File: config.mk
export PLATFORM = sky130hd
export DESIGN_NAME = miss_fill_sequencer
export DESIGN_NICKNAME = d
export VERILOG_FILES = /design/src/rtl/miss_fill_sequencer.sv
export SDC_FILE = /design/constraint.sdc
export NUM_CORES = 1
export LEC_CHECK = 0
export ABC_AREA = 1
export CAP_MARGIN = 10
export CORE_ASPECT_RATIO = 0.9
export CORE_MARGIN = 4
export CORE_UTILIZATION = 38
export CTS_CLUSTER_DIAMETER = 150
export DETAILED_ROUTE_END_ITERATION = 8
export PLACE_DENSITY = 0.85
export SLEW_MARGIN = 0
export SYNTH_ARGS = -nofsm -noshare
export SYNTH_HDL_FRONTEND = slang
export SYNTH_SLANG_ARGS = --single-unit
File: constraint.sdc
create_clock -name clk -period 1.95 [get_ports clk]
set_input_delay 0.4875 -clock clk [delete_from_list [all_inputs] [get_ports clk]]
set_output_delay 0.4875 -clock clk [all_outputs]
set_load 0.02 [all_outputs]
File: src/rtl/miss_fill_sequencer.sv
// miss_fill_sequencer
// Carries one cache miss from acceptance to line installation. A dirty
// victim is first written back beat by beat (read a word from the way
// array, then offer it to memory), then the new line is requested and
// its returned beats are streamed straight into the victim way. The
// sequence ends with a one-cycle tag/valid install pulse.
//
// Ports:
//   clk, reset          single clock, synchronous active-high reset
//   miss_*              miss request (valid/ready) with address and victim info
//   mem_req_*           line command to main memory (valid/ready)
//   mem_wdata_*         writeback beats to main memory (valid/ready)
//   mem_rdata_*         fill beats from main memory (valid only, no stall)
//   way_*               way array access: one-word read, one-word write
//   install_en/_tag     set tag and valid of way_sel
//   busy, fill_done     status; fill_done coincides with install_en
//   dbg_state           current FSM state for observation
//
// Handshakes: a transfer happens on a rising edge where valid and ready are
// both high; while valid is high and ready low the payload does not change
// and valid is not withdrawn. mem_rdata_valid has no ready: each valid cycle
// in FILL_DATA is one beat.
module miss_fill_sequencer #(
    parameter int NUM_WAYS      = 4,
    parameter int DATA_WIDTH    = 32,
    parameter int BLOCK_SIZE    = 32,
    parameter int ADDRESS_WIDTH = 32,
    localparam int WORDS = BLOCK_SIZE / (DATA_WIDTH / 8),
    localparam int OFF   = $clog2(BLOCK_SIZE),
    localparam int WB    = (WORDS > 1) ? $clog2(WORDS) : 1,
    localparam int WAYB  = $clog2(NUM_WAYS),
    localparam int TAGW  = ADDRESS_WIDTH - OFF
) (
    input  logic                     clk,
    input  logic                     reset,
    input  logic                     miss_valid,
    output logic                     miss_ready,
    input  logic [ADDRESS_WIDTH-1:0] miss_addr,
    input  logic [WAYB-1:0]          victim_way,
    input  logic                     victim_dirty,
    input  logic [ADDRESS_WIDTH-1:0] victim_addr,
    output logic                     mem_req_valid,
    input  logic                     mem_req_ready,
    output logic                     mem_req_write,
    output logic [ADDRESS_WIDTH-1:0] mem_req_addr,
    output logic                     mem_wdata_valid,
    input  logic                     mem_wdata_ready,
    output logic [DATA_WIDTH-1:0]    mem_wdata,
    input  logic                     mem_rdata_valid,
    input  logic [DATA_WIDTH-1:0]    mem_rdata,
    output logic [WAYB-1:0]          way_sel,
    output logic                     way_rd_en,
    output logic [WB-1:0]            way_word,
    input  logic [DATA_WIDTH-1:0]    way_rd_data,
    output logic                     way_wr_en,
    output logic [DATA_WIDTH-1:0]    way_wr_data,
    output logic                     install_en,
    output logic [TAGW-1:0]          install_tag,
    output logic                     busy,
    output logic                     fill_done,
    output logic [2:0]               dbg_state
);

    localparam logic [2:0] S_IDLE      = 3'd0;
    localparam logic [2:0] S_WB_REQ    = 3'd1;
    localparam logic [2:0] S_WB_RD     = 3'd2;
    localparam logic [2:0] S_WB_SEND   = 3'd3;
    localparam logic [2:0] S_FILL_REQ  = 3'd4;
    localparam logic [2:0] S_FILL_DATA = 3'd5;
    localparam logic [2:0] S_INSTALL   = 3'd6;

    localparam logic [WB-1:0] CNT_LAST = WB'(WORDS - 1);

    logic [2:0]            state_q, state_d;
    logic [WB-1:0]         cnt_q, cnt_d;
    logic [TAGW-1:0]       miss_tag_q, miss_tag_d;
    logic [TAGW-1:0]       victim_tag_q, victim_tag_d;
    logic [WAYB-1:0]       way_q, way_d;
    logic [DATA_WIDTH-1:0] wdata_q, wdata_d;
    // High in the first WB_SEND cycle: the way read data is only on
    // way_rd_data then, so it is forwarded directly and captured.
    logic                  fresh_q, fresh_d;

    // Only line addresses are kept; the byte offset bits never matter.
    logic unused_addr_bits;
    assign unused_addr_bits = ^{miss_addr[OFF-1:0], victim_addr[OFF-1:0]};

    always_comb begin
        state_d      = state_q;
        cnt_d        = cnt_q;
        miss_tag_d   = miss_tag_q;
        victim_tag_d = victim_tag_q;
        way_d        = way_q;
        wdata_d      = wdata_q;
        fresh_d      = 1'b0;
        case (state_q)
            S_IDLE: begin
                if (miss_valid) begin
                    miss_tag_d   = miss_addr[ADDRESS_WIDTH-1:OFF];
                    victim_tag_d = victim_addr[ADDRESS_WIDTH-1:OFF];
                    way_d        = victim_way;
                    cnt_d        = '0;
                    state_d      = victim_dirty ? S_WB_REQ : S_FILL_REQ;
                end
            end
            S_WB_REQ: begin
                if (mem_req_ready) state_d = S_WB_RD;
            end
            S_WB_RD: begin
                fresh_d = 1'b1;
                state_d = S_WB_SEND;
            end
            S_WB_SEND: begin
                if (fresh_q) wdata_d = way_rd_data;
                if (mem_wdata_ready) begin
                    if (cnt_q == CNT_LAST) begin
                        cnt_d   = '0;
                        state_d = S_FILL_REQ;
                    end else begin
                        cnt_d   = cnt_q + WB'(1);
                        state_d = S_WB_RD;
                    end
                end
            end
            S_FILL_REQ: begin
                if (mem_req_ready) state_d = S_FILL_DATA;
            end
            S_FILL_DATA: begin
                if (mem_rdata_valid) begin
                    if (cnt_q == CNT_LAST) begin
                        cnt_d   = '0;
                        state_d = S_INSTALL;
                    end else begin
                        cnt_d = cnt_q + WB'(1);
                    end
                end
            end
            S_INSTALL: state_d = S_IDLE;
            default:   state_d = S_IDLE;
        endcase
    end

    always_ff @(posedge clk) begin
        if (reset) begin
            state_q      <= S_IDLE;
            cnt_q        <= '0;
            miss_tag_q   <= '0;
            victim_tag_q <= '0;
            way_q        <= '0;
            wdata_q      <= '0;
            fresh_q      <= 1'b0;
        end else begin
            state_q      <= state_d;
            cnt_q        <= cnt_d;
            miss_tag_q   <= miss_tag_d;
            victim_tag_q <= victim_tag_d;
            way_q        <= way_d;
            wdata_q      <= wdata_d;
            fresh_q      <= fresh_d;
        end
    end

    always_comb begin
        miss_ready      = (state_q == S_IDLE);
        busy            = (state_q != S_IDLE);
        mem_req_valid   = (state_q == S_WB_REQ) || (state_q == S_FILL_REQ);
        mem_req_write   = (state_q == S_WB_REQ);
        mem_req_addr    = '0;
        if (state_q == S_WB_REQ)   mem_req_addr = {victim_tag_q, {OFF{1'b0}}};
        if (state_q == S_FILL_REQ) mem_req_addr = {miss_tag_q, {OFF{1'b0}}};
        mem_wdata_valid = (state_q == S_WB_SEND);
        mem_wdata       = '0;
        if (state_q == S_WB_SEND) mem_wdata = fresh_q ? way_rd_data : wdata_q;
        way_sel         = (state_q == S_IDLE) ? '0 : way_q;
        way_rd_en       = (state_q == S_WB_RD);
        way_word        = cnt_q;
        way_wr_en       = (state_q == S_FILL_DATA) && mem_rdata_valid;
        way_wr_data     = (state_q == S_FILL_DATA) ? mem_rdata : '0;
        install_en      = (state_q == S_INSTALL);
        fill_done       = (state_q == S_INSTALL);
        install_tag     = miss_tag_q;
        dbg_state       = state_q;
    end

endmodule

==> metrics <==
worst hold start victim_tag_q[2]$_SDFFE_PP0P_; DIE AREA about 0.014 mm2; CTS tree done; grt total ovfl 0; count of different cell masters after synthesis 23; R2R depth 13; register area share after synthesis 0.403; violated checks setup timing; Slew Limit Fails 0; mapped cell area 0.00472 mm2; Syn Inst Count 657; Hold EP victim_tag_q[2]$_SDFFE_PP0P_; placeable core area 0.0121 mm2; fillers a little over 800; yosys warns 0; Clock H-tree levels 3; antenna-violating nets left 0; skew final between 0.006 and 0.007 ns; R2R Path End wdata_q[31]$_SDFFE_PP0P_; Sink Count 95; Die Y around 110 um; endpoints failing setup slightly below 80; worst skew pair latency between 0.3 and 0.4 ns; Critical Path AT between 1.5 and 2 ns; ant diodes 0; RSZ-0062 raised after global routing yes; die width between 100 and 150 um; Power Dens Cells about 1100 mW/mm2; Placed Area between 0.007 and 0.008 mm2; first-pass GRT wire length just under 30000 um; vias in the first global route roughly 5600; Max-cap violations 0; CP max FO 8; post-route cell area around 0.0088 mm2; PortBufs around 260; Syn Area/Cell about 7.2 um2; Final period util 1.09; maximum clock rate ~0.47 GHz; Iter 0 DRT Violations ~370; drt via density ~5; drt total wl ~22000 um; R2R setup slack -0.16 ns; CTS Hold Bufs 0; drt pass-1 iters 7; final hold vios 0; number of I/O pins 277; Placer Congestion between 0.8 and 0.9; initial core utilization 0.390; minimum clock period after layout 2.12 ns; Yosys reg bits 95; clk root buf clkbuf_16; via count roughly 5900; FP Rows 38; CTS buffer count 9; outcome finished, violations left; post-layout worst setup margin -0.171 ns; layout cells sized above 1 0.355; reg-to-reg critical path startpoint dbg_state[0]$_SDFFE_PP0P_; DR WL/cell 19.1 um; Hold Path Stages 2; Crit Path Category flip-flop to output port; Setup crit end kind output port; CTS Buffer Depth 2; Pleak 4.41 nW; # DRC 0; gr usage total 0.254; Hold WC Path Type flip-flop to flip-flop; Final HPWL DP 11600 um; Reg clk slew, reported paths approximately 0.07 ns; Crit path required time between 1 and 1.5 ns; setup TNS after final layout -6.44 ns; Layout area overhead 87.5%; largest net degree at the start of global routing 53; antenna violations before repair 0; CP Launch Type flip-flop; # nets final 1130; peak supply drop approximately 1000 uV
[cell type report]
| class | instances | area, um2 | area share |
|---|---|---|---|
| repair buffers | 366 | 3500 | 0.396 |
| multi-input cells | 383 | 2420 | 0.273 |
| flip-flops and latches | 95 | 1910 | 0.216 |
| inverters | 135 | 507 | 0.0573 |
| clock buffers | 9 | 225 | 0.0255 |
| well taps | 160 | 200 | 0.0226 |
| clock inverters | 7 | 81.3 | 0.00920 |
[through the flow]
| stage | hold WS [ns] | power (mW) | setup WS [ns] | utilization | std cells |
|---|---|---|---|---|---|
| after floorplan | 0.430 | 5.39 | -0.00284 | - | 661 |
| after global routing | 0.472 | 10.3 | -0.204 | 0.732 | 1155 |
| after global placement | 0.439 | 7.40 | -0.380 | 0.639 | 1081 |
| final | 0.453 | 9.84 | -0.171 | 0.732 | 1155 |
| after detailed placement | 0.444 | 7.49 | -0.448 | 0.639 | 1081 |
| after CTS | 0.454 | 9.41 | -0.187 | 0.699 | 1145 |
[worst max-delay path by stage]
| stage | depth (start not counted) | slack, ns | start | end |
|---|---|---|---|---|
| floorplan | 5 | -0.003 | dbg_state[1]$_SDFFE_PP0P_ | mem_req_addr[11] |
| global placement | 5 | -0.38 | way_rd_data[15] | mem_wdata[15] |
| detailed placement | 5 | -0.45 | way_rd_data[29] | mem_wdata[29] |
| CTS | 5 | -0.19 | dbg_state[0]$_SDFFE_PP0P_ | mem_req_addr[19] |
| global route | 5 | -0.20 | dbg_state[0]$_SDFFE_PP0P_ | mem_req_addr[9] |
| finish | 8 | -0.17 | dbg_state[0]$_SDFFE_PP0P_ | mem_wdata[1] |
[worst max-delay path: stages (launching register included)]
cell	delay [ns]
dfxtp_4	0.38
buf_6	0.11
nand2_4	0.04
nor2_4	0.20
buf_12	0.18
buf_6	0.13
nand2_4	0.06
inv_2	0.07
buf_6	0.11
[synthesized netlist by cell type]
library cell	number	area [um2]
a21oi_1	91	455
buf_1	2	7.51
buf_2	9	45.0
buf_4	6	45.0
buf_6	13	146
clkbuf_1	18	67.6
conb_1	1	3.75
dfxtp_1	95	1900
ha_1	3	37.5
inv_1	132	495
inv_2	3	11.3
mux2_1	8	90.1
mux2_2	24	270
nand2_1	97	364
nand2_2	4	25.0
nand3_1	11	55.1
nor2_1	51	191
nor2_4	2	22.5
nor3_1	2	10.0
nor3_4	1	16.3
o21ai_0	33	165
o21ai_1	24	120
o22ai_1	27	169
[cells in the final DEF (no fill, tap or decap), drive strengths merged]
| master | count |
|---|---|
| buf | 205 |
| clkdlybuf4s50 | 157 |
| inv | 137 |
| nand2 | 101 |
| dfxtp | 95 |
| a21oi | 91 |
| o21ai | 57 |
| nor2 | 53 |
| mux2 | 32 |
| o22ai | 27 |
| nand3 | 11 |
| clkbuf | 11 |
| conb | 5 |
| ha | 3 |
| nor3 | 3 |
| clkinvlp | 2 |
| dlygate4sd2 | 2 |
| clkinv | 2 |
| bufinv | 1 |
[power breakdown]
group / switching [mW] / internal, mW / total [mW]
registers: 0.237 / 2.39 / 2.62
logic: 3.06 / 2.32 / 5.38
clock network: 0.824 / 1.01 / 1.84
[timing repair]
action                     in CTS  in global routing
setup endpoints to repair     105                119
pin swaps                       7                 20
gates cloned                    4                  3
resized for setup             525                159
setup buffers                  44                 18
[metal layers]
| layer | global-route usage | share of wire | vias up |
|---|---|---|---|
| li1 | - | - | 2721 |
| met2 | 0.460 | 0.50 | 365 |
| met4 | 0.106 | 0.055 | 0 |
| met1 | 0.269 | 0.35 | 2723 |
| met3 | 0.0871 | 0.096 | 94 |
| met5 | 0 | 0 | - |
[flip-flops by register name, indices dropped and copies added, names as in the netlist]
signal        cells
dbg_state         3
fresh_q           1
install_tag      27
victim_tag_q     27
way_q             2
way_word          3
wdata_q          32
[kinds of logic after synthesis]
group	synth area share
muxes	0.0764
AOI/OAI and AO/OA	0.193
DFF	0.403
adders and majority gates	0.00796
other	0.000795
and+or+nand+nor	0.145
buffers and inverters	0.174
No activity file was read; power rests on OpenSTA's default activity.
